## config.mk

```make
export PLATFORM = sky130hd
export DESIGN_NAME = vigna_bus_arbiter
export DESIGN_NICKNAME = d
export VERILOG_FILES = /design/src/rtl/vigna_bus_arbiter.sv
export SDC_FILE = /design/constraint.sdc
export NUM_CORES = 1
export LEC_CHECK = 0
export ABC_AREA = 1
export BUFFER_PORTS_ARGS = -buffer_cell sky130_fd_sc_hd__buf_2
export CORE_AREA = 2 2 104 106
export DETAILED_ROUTE_END_ITERATION = 6
export DIE_AREA = 0 0 106 108
export PLACE_DENSITY = 0.77
export RECOVER_POWER = 100
export SYNTH_ARGS = -nofsm -noshare
export SYNTH_HDL_FRONTEND = slang
export SYNTH_SLANG_ARGS = --single-unit
```

## constraint.sdc

```tcl
create_clock -name clk -period 1.6 [get_ports clk]
set_input_delay 0.32 -clock clk [delete_from_list [all_inputs] [get_ports clk]]
set_output_delay 0.32 -clock clk [all_outputs]
set_load 0.05 [all_outputs]
```

## src/rtl/vigna_bus_arbiter.sv

```systemverilog
// Two-master to one-slave bus arbiter for the vigna core.
// The instruction and data ports share one registered bus. A port is granted
// only from IDLE, the owner is held until the slave answers with m_ready, and
// the ready back to the owner is a combinational pass-through of m_ready.
module vigna_bus_arbiter #(
    parameter int PRIORITY_MODE = 0  // 0: round-robin, 1: data port always wins
) (
    input  logic        clk,
    input  logic        resetn,

    input  logic        i_valid,
    output logic        i_ready,
    input  logic [31:0] i_addr,
    output logic [31:0] i_rdata,

    input  logic        d_valid,
    output logic        d_ready,
    input  logic [31:0] d_addr,
    output logic [31:0] d_rdata,
    input  logic [31:0] d_wdata,
    input  logic [3:0]  d_wstrb,

    output logic        m_valid,
    input  logic        m_ready,
    output logic [31:0] m_addr,
    input  logic [31:0] m_rdata,
    output logic [31:0] m_wdata,
    output logic [3:0]  m_wstrb,

    output logic        grant_d
);

    typedef enum logic {
        IDLE = 1'b0,
        BUSY = 1'b1
    } state_t;

    state_t      state;
    state_t      state_nxt;

    // 1 when the most recently completed transaction belonged to the data port
    logic        last_grant_d;
    logic        last_grant_d_nxt;

    logic        m_valid_nxt;
    logic [31:0] m_addr_nxt;
    logic [31:0] m_wdata_nxt;
    logic [3:0]  m_wstrb_nxt;
    logic        grant_d_nxt;

    // Which port would win if a grant were issued this cycle
    logic        pick_d;

    // Arbitration decision: a lone requester wins; contention is resolved by mode
    always_comb begin
        pick_d = 1'b0;
        if (d_valid && !i_valid) begin
            pick_d = 1'b1;
        end else if (d_valid && i_valid) begin
            if (PRIORITY_MODE == 1) begin
                pick_d = 1'b1;
            end else begin
                // Round-robin: hand the bus to whoever did not have it last
                pick_d = ~last_grant_d;
            end
        end
    end

    // Next-state and next-bus-value logic; everything holds unless told otherwise
    always_comb begin
        state_nxt        = state;
        last_grant_d_nxt = last_grant_d;
        m_valid_nxt      = m_valid;
        m_addr_nxt       = m_addr;
        m_wdata_nxt      = m_wdata;
        m_wstrb_nxt      = m_wstrb;
        grant_d_nxt      = grant_d;

        case (state)
            IDLE: begin
                if (i_valid || d_valid) begin
                    state_nxt   = BUSY;
                    m_valid_nxt = 1'b1;
                    grant_d_nxt = pick_d;
                    if (pick_d) begin
                        m_addr_nxt  = d_addr;
                        m_wdata_nxt = d_wdata;
                        m_wstrb_nxt = d_wstrb;
                    end else begin
                        // Instruction fetches are always reads
                        m_addr_nxt  = i_addr;
                        m_wdata_nxt = 32'h0;
                        m_wstrb_nxt = 4'h0;
                    end
                end
            end

            BUSY: begin
                // Address, data and owner stay frozen until the slave answers
                if (m_ready) begin
                    state_nxt        = IDLE;
                    m_valid_nxt      = 1'b0;
                    m_wstrb_nxt      = 4'h0;
                    last_grant_d_nxt = grant_d;
                end
            end

            default: begin
                state_nxt = IDLE;
            end
        endcase
    end

    // FSM state and round-robin history
    always_ff @(posedge clk) begin
        if (!resetn) begin
            state        <= IDLE;
            last_grant_d <= 1'b0;
        end else begin
            state        <= state_nxt;
            last_grant_d <= last_grant_d_nxt;
        end
    end

    // Registered shared-bus request; reset drops any in-flight transaction
    always_ff @(posedge clk) begin
        if (!resetn) begin
            m_valid <= 1'b0;
            m_addr  <= 32'h0;
            m_wdata <= 32'h0;
            m_wstrb <= 4'h0;
            grant_d <= 1'b0;
        end else begin
            m_valid <= m_valid_nxt;
            m_addr  <= m_addr_nxt;
            m_wdata <= m_wdata_nxt;
            m_wstrb <= m_wstrb_nxt;
            grant_d <= grant_d_nxt;
        end
    end

    // Completion is steered only to the owner and only while a transaction is open;
    // a stray m_ready in IDLE never reaches either port
    assign i_ready = m_ready && (state == BUSY) && !grant_d;
    assign d_ready = m_ready && (state == BUSY) &&  grant_d;

    // Read data is broadcast; each requester qualifies it with its own ready
    assign i_rdata = m_rdata;
    assign d_rdata = m_rdata;

endmodule
```

# [After elaboration in Yosys (flattened, before gate mapping)]
# Index checks and enable logic that the tools add are counted.
[classes] n_mux=14 eq_ne=2 n_reduce_logical=11 bitwise_logic=2
[ops] cell="two-way mux 32 bit" count=2
[ops] cell="two-way mux 4 bit" count=3
[ops] cell="case mux 4 bit (2 select lines)" count=1
[ops] cell="two-way mux 1 bit" count=6
[ops] cell="AND reduction 2 bit" count=3
[ops] cell="logical AND 1 bit" count=5
[ops] cell="!= test 2 bit (second input constant)" count=2
[ops] cell="case mux 1 bit (2 select lines)" count=2
[ops] cell="zero test 1 bit" count=2
[ops] cell="NOT 1 bit" count=2
[ops] cell="logical OR 1 bit" count=1
[totals] reg_bits=72 in_bits=137 out_inout_bits=136

# [Logic depth before layout (Yosys ltp)]
[depth] depth_word=6 ltp_mapped=7 depth_no_buf=6

# [Worst setup path before layout]
# Ideal clock, no wire load.
[synth_timing] kind="reg2out" from="register grant_d" to="output port i_ready" setup_slack_ns=0.068 t_arrival_ns=1.212 stages_incl_launch_ff=2 path_buffers=0 cell_sequence="dfxtp_1 -> nor2_1"
[synth_between] elab_chain_len=2
[synth_lines] item="start: declaration" line_no="30" text="output logic grant_d"
[synth_lines] item="start signal: assignment" line_no="138" text="grant_d <= grant_d_nxt;"
[synth_lines] item="zero test 1 bit" line_no="144" text="assign i_ready = m_ready && (state == BUSY) && !grant_d;"
[synth_lines] item="logical AND 1 bit" line_no="144"
[synth_lines] item="end: declaration" line_no="12" text="output logic i_ready,"
# Every way passes these cells.

# [Worst setup path in the final report]
[layout_timing] from="register state" to="output port i_ready"
[layout_between] elab_chain_len=2
[layout_lines] item="start: declaration" line_no="38" text="state_t state;"
[layout_lines] item="start signal: assignment" line_no="120" text="state <= state_nxt;"
[layout_lines] item="logical AND 1 bit (2 in series)" line_no="144"
# Every way passes these cells.

==> key figures <==
Synth
  • Synth top area cells: dfxtp_1 40%, buf_4 14%, nand2_1 10%
  • Synth cell types: 17
  • Netlist Area Pre-Place: ~3600 sq um
  • Post-synthesis register bit count: 72
  • Cell taking the most area after synthesis: dfxtp_1
  • Ys flop type: dfxtp_1
  • Post-Syn Instances: 523
  • Top-count cell post-synth: nand2_1
  • FFs w/ async S/R, synth: 0%
  • Top cells by count, synth: 101 x nand2_1, 100 x nor2_1, 72 x dfxtp_1
  • Sequential share of the synthesized area: between 30% and 40%
  • Avg Cell Area, Syn: 6.931 sq um
  • Syn_nets: 660
  • Warnings, synthesis: 0
  • Synth top area share: 39.77%
  • Post-synth EDFFs: 0

Routing
  • First-pass DRT Iterations: 4
  • Total wire length: 9584 microns
  • Routed Antenna Nets: 0
  • DR WL/cell: 12.51 microns
  • Initial DRC Count: slightly below 200
  • DR vias: 3509
  • Number of remaining DRC errors: 0
  • Vias per cell: 4.581

Timing
  • Hold Fails Final Rpt: 0
  • Final Critical Period: 1.485 ns
  • FMAX: 673.5 MHz
  • Tcrit/Tclk final: slightly above 90%
  • Slew @ Worst Pin: 0.7235 ns
  • Slew Viols, Final: 0
  • Clk_skew: 0.007187 ns
  • Final setup margin: ~0.12 ns
  • RSZ-0062 raised after global routing: false
  • Setup-failing EPs final: 0
  • Slew headroom: 51.76%
  • Setup tns final: 0 ns

Clocking
  • Cts bufs inserted: 9
  • # Post-CTS Setup Buffers: 0
  • Post-CTS Resized: 0
  • CTS tree: built
  • Reg clk slew, reported paths: 0.08 ns
  • Clock latency on the worst-skew pair: 0.33 ns
  • CTS Buffer Depth: 2
  • Clock sinks: 72
  • Clk root buf: clkbuf_8
  • CTS Hold Bufs: 0
  • Htree depth: 3

Die
  • Die Wd: 106 microns
  • Site Rows: 37
  • DIE AREA: between 10000 and 15000 sq um
  • # IOs: 273
  • Starting Density: 35.43%
  • Core ar.: 10230 sq um
  • Die height: 108 microns

Job
  • Number of max-cap violations: 0

Global routing
  • GRT Overall Usage: 16.85%
  • Number of global-route vias before repair: about 3500
  • Initial antenna violation count: 0
  • Largest net degree at the start of global routing: 39
  • Global-route wire length before repair: 15640 microns
  • Total congestion overflow: 0

Final layout
  • Inserted Diodes: 0
  • NumNets Final: 762
  • P&R area growth vs syn: 20.30%
  • Layout cell share with drive strength beyond 1: 32.38%

Critical path
  • Critical path class: flip-flop to output pin
  • Critical Path Sink Type: output pin
  • CP Data Required Time: 1.28 ns
  • Worst-path fanout max: 4
  • Worst path slowest cell: dfxtp_2
  • Cells along the critical path: nand2_1, nor2_1, buf_2
  • Top delay family on crit path: flip-flops
  • Worst setup SP type: flip-flop
  • Crit path DAT: 1.16 ns
  • R2R Setup Slk: 0.16 ns
  • Crit path largest cell delay: 0.39 ns
  • Worst Path Buf+Inv: 1

Placement
  • RD Place Congestion: between 0.8 and 0.9
  • Placement Setup Slack: 0.2297 ns
  • HPWL Detailed: ~7000 microns
  • IO Port Bufs: 176

Run status
  • Status: completed

Pwr
  • Worst vdd ir: 458.1 uV
  • Total leakage power: 0.002242 uW
  • PwrDens: between 1000 and 1500 nW/um^2

Hold path
  • Worst Hold Class: primary input to flip-flop
-- layout make-up --
type | instances | area (sq um)
well taps | 136 | 170.2
fillers | 1091 | 5871
inverters | 35 | 131.4
clock buffers | 11 | 131.4
clock inverters | 5 | 81.33
repair buffers | 190 | 1015
flip-flops and latches | 72 | 1443
multi-input cells | 317 | 1389
-- cell usage in the layout, fill, tap and decap left out, drive strengths merged --
| master | Yosys | layout |
|---|---|---|
| bufinv | 0 | 2 |
| nor2 | 101 | 101 |
| clkinvlp | 0 | 1 |
| a21oi | 39 | 39 |
| clkinv | 0 | 2 |
| nand3 | 6 | 6 |
| nand2 | 102 | 102 |
| dfxtp | 72 | 72 |
| buf | 92 | 117 |
| o21ai | 33 | 33 |
| clkbuf | 7 | 84 |
| inv | 35 | 35 |
| nand4 | 36 | 36 |
-- where the power goes --
part,total [uW],switching [uW],internal [uW]
Clock,1560,682,880
Sequential,2000,72.4,1930
Combinational,1220,871,349
Total,4780,1630,3160
-- sequential cells by signal, summed over array words and instances (netlist names) --
name,flops
last_grant_d,1
m_wstrb,4
m_valid,1
state,1
grant_d,1
m_wdata,32
m_addr,32
-- layer usage --
metal	global-route usage [%]	share of wire, %
met5	0	0
met4	5.169	1.5
met3	6.751	8.0
met2	29.72	48
met1	18.71	42
-- path summary, 6_finish.rpt --
check | start | cells past startpoint | endpoint
max | state | 3 | i_ready
min | d_wdata[12] | 3 | m_wdata[12]
min reg2reg | m_wdata[11] | 2 | m_wdata[11]
max reg2reg | last_grant_d | 4 | m_wdata[16]
-- logic make-up (layout without fill, tap and decap cells) --
| group | Yosys count | count (layout) | share of synthesized area [%] |
|---|---|---|---|
| buf+inv | 134 | 241 | 21.99 |
| flops | 72 | 72 | 39.77 |
| simple gates | 245 | 245 | 28.20 |
| compound gates | 72 | 72 | 10.05 |
-- tightest hold or removal path, cell delays in order --
cell,delay (ns)
buf_2,0.09
nand4_1,0.07
a21oi_1,0.06
-- stage by stage --
| step | hold slack (ns) | utilization, % | instance area (sq um) | power (uW) | instances |
|---|---|---|---|---|---|
| after floorplan | 0.4413 | - | 3625 | 3331 | 523 |
| after global placement | 0.4467 | 40.76 | 4170 | 3267 | 750 |
| after detailed placement | 0.4495 | 40.76 | 4170 | 3274 | 750 |
| after CTS | 0.2331 | 42.84 | 4383 | 4862 | 766 |
| after global routing | 0.2362 | 42.62 | 4360 | 5038 | 766 |
| final | 0.2568 | 42.62 | 4360 | 4782 | 766 |
(Power assumes the default switching activity.)
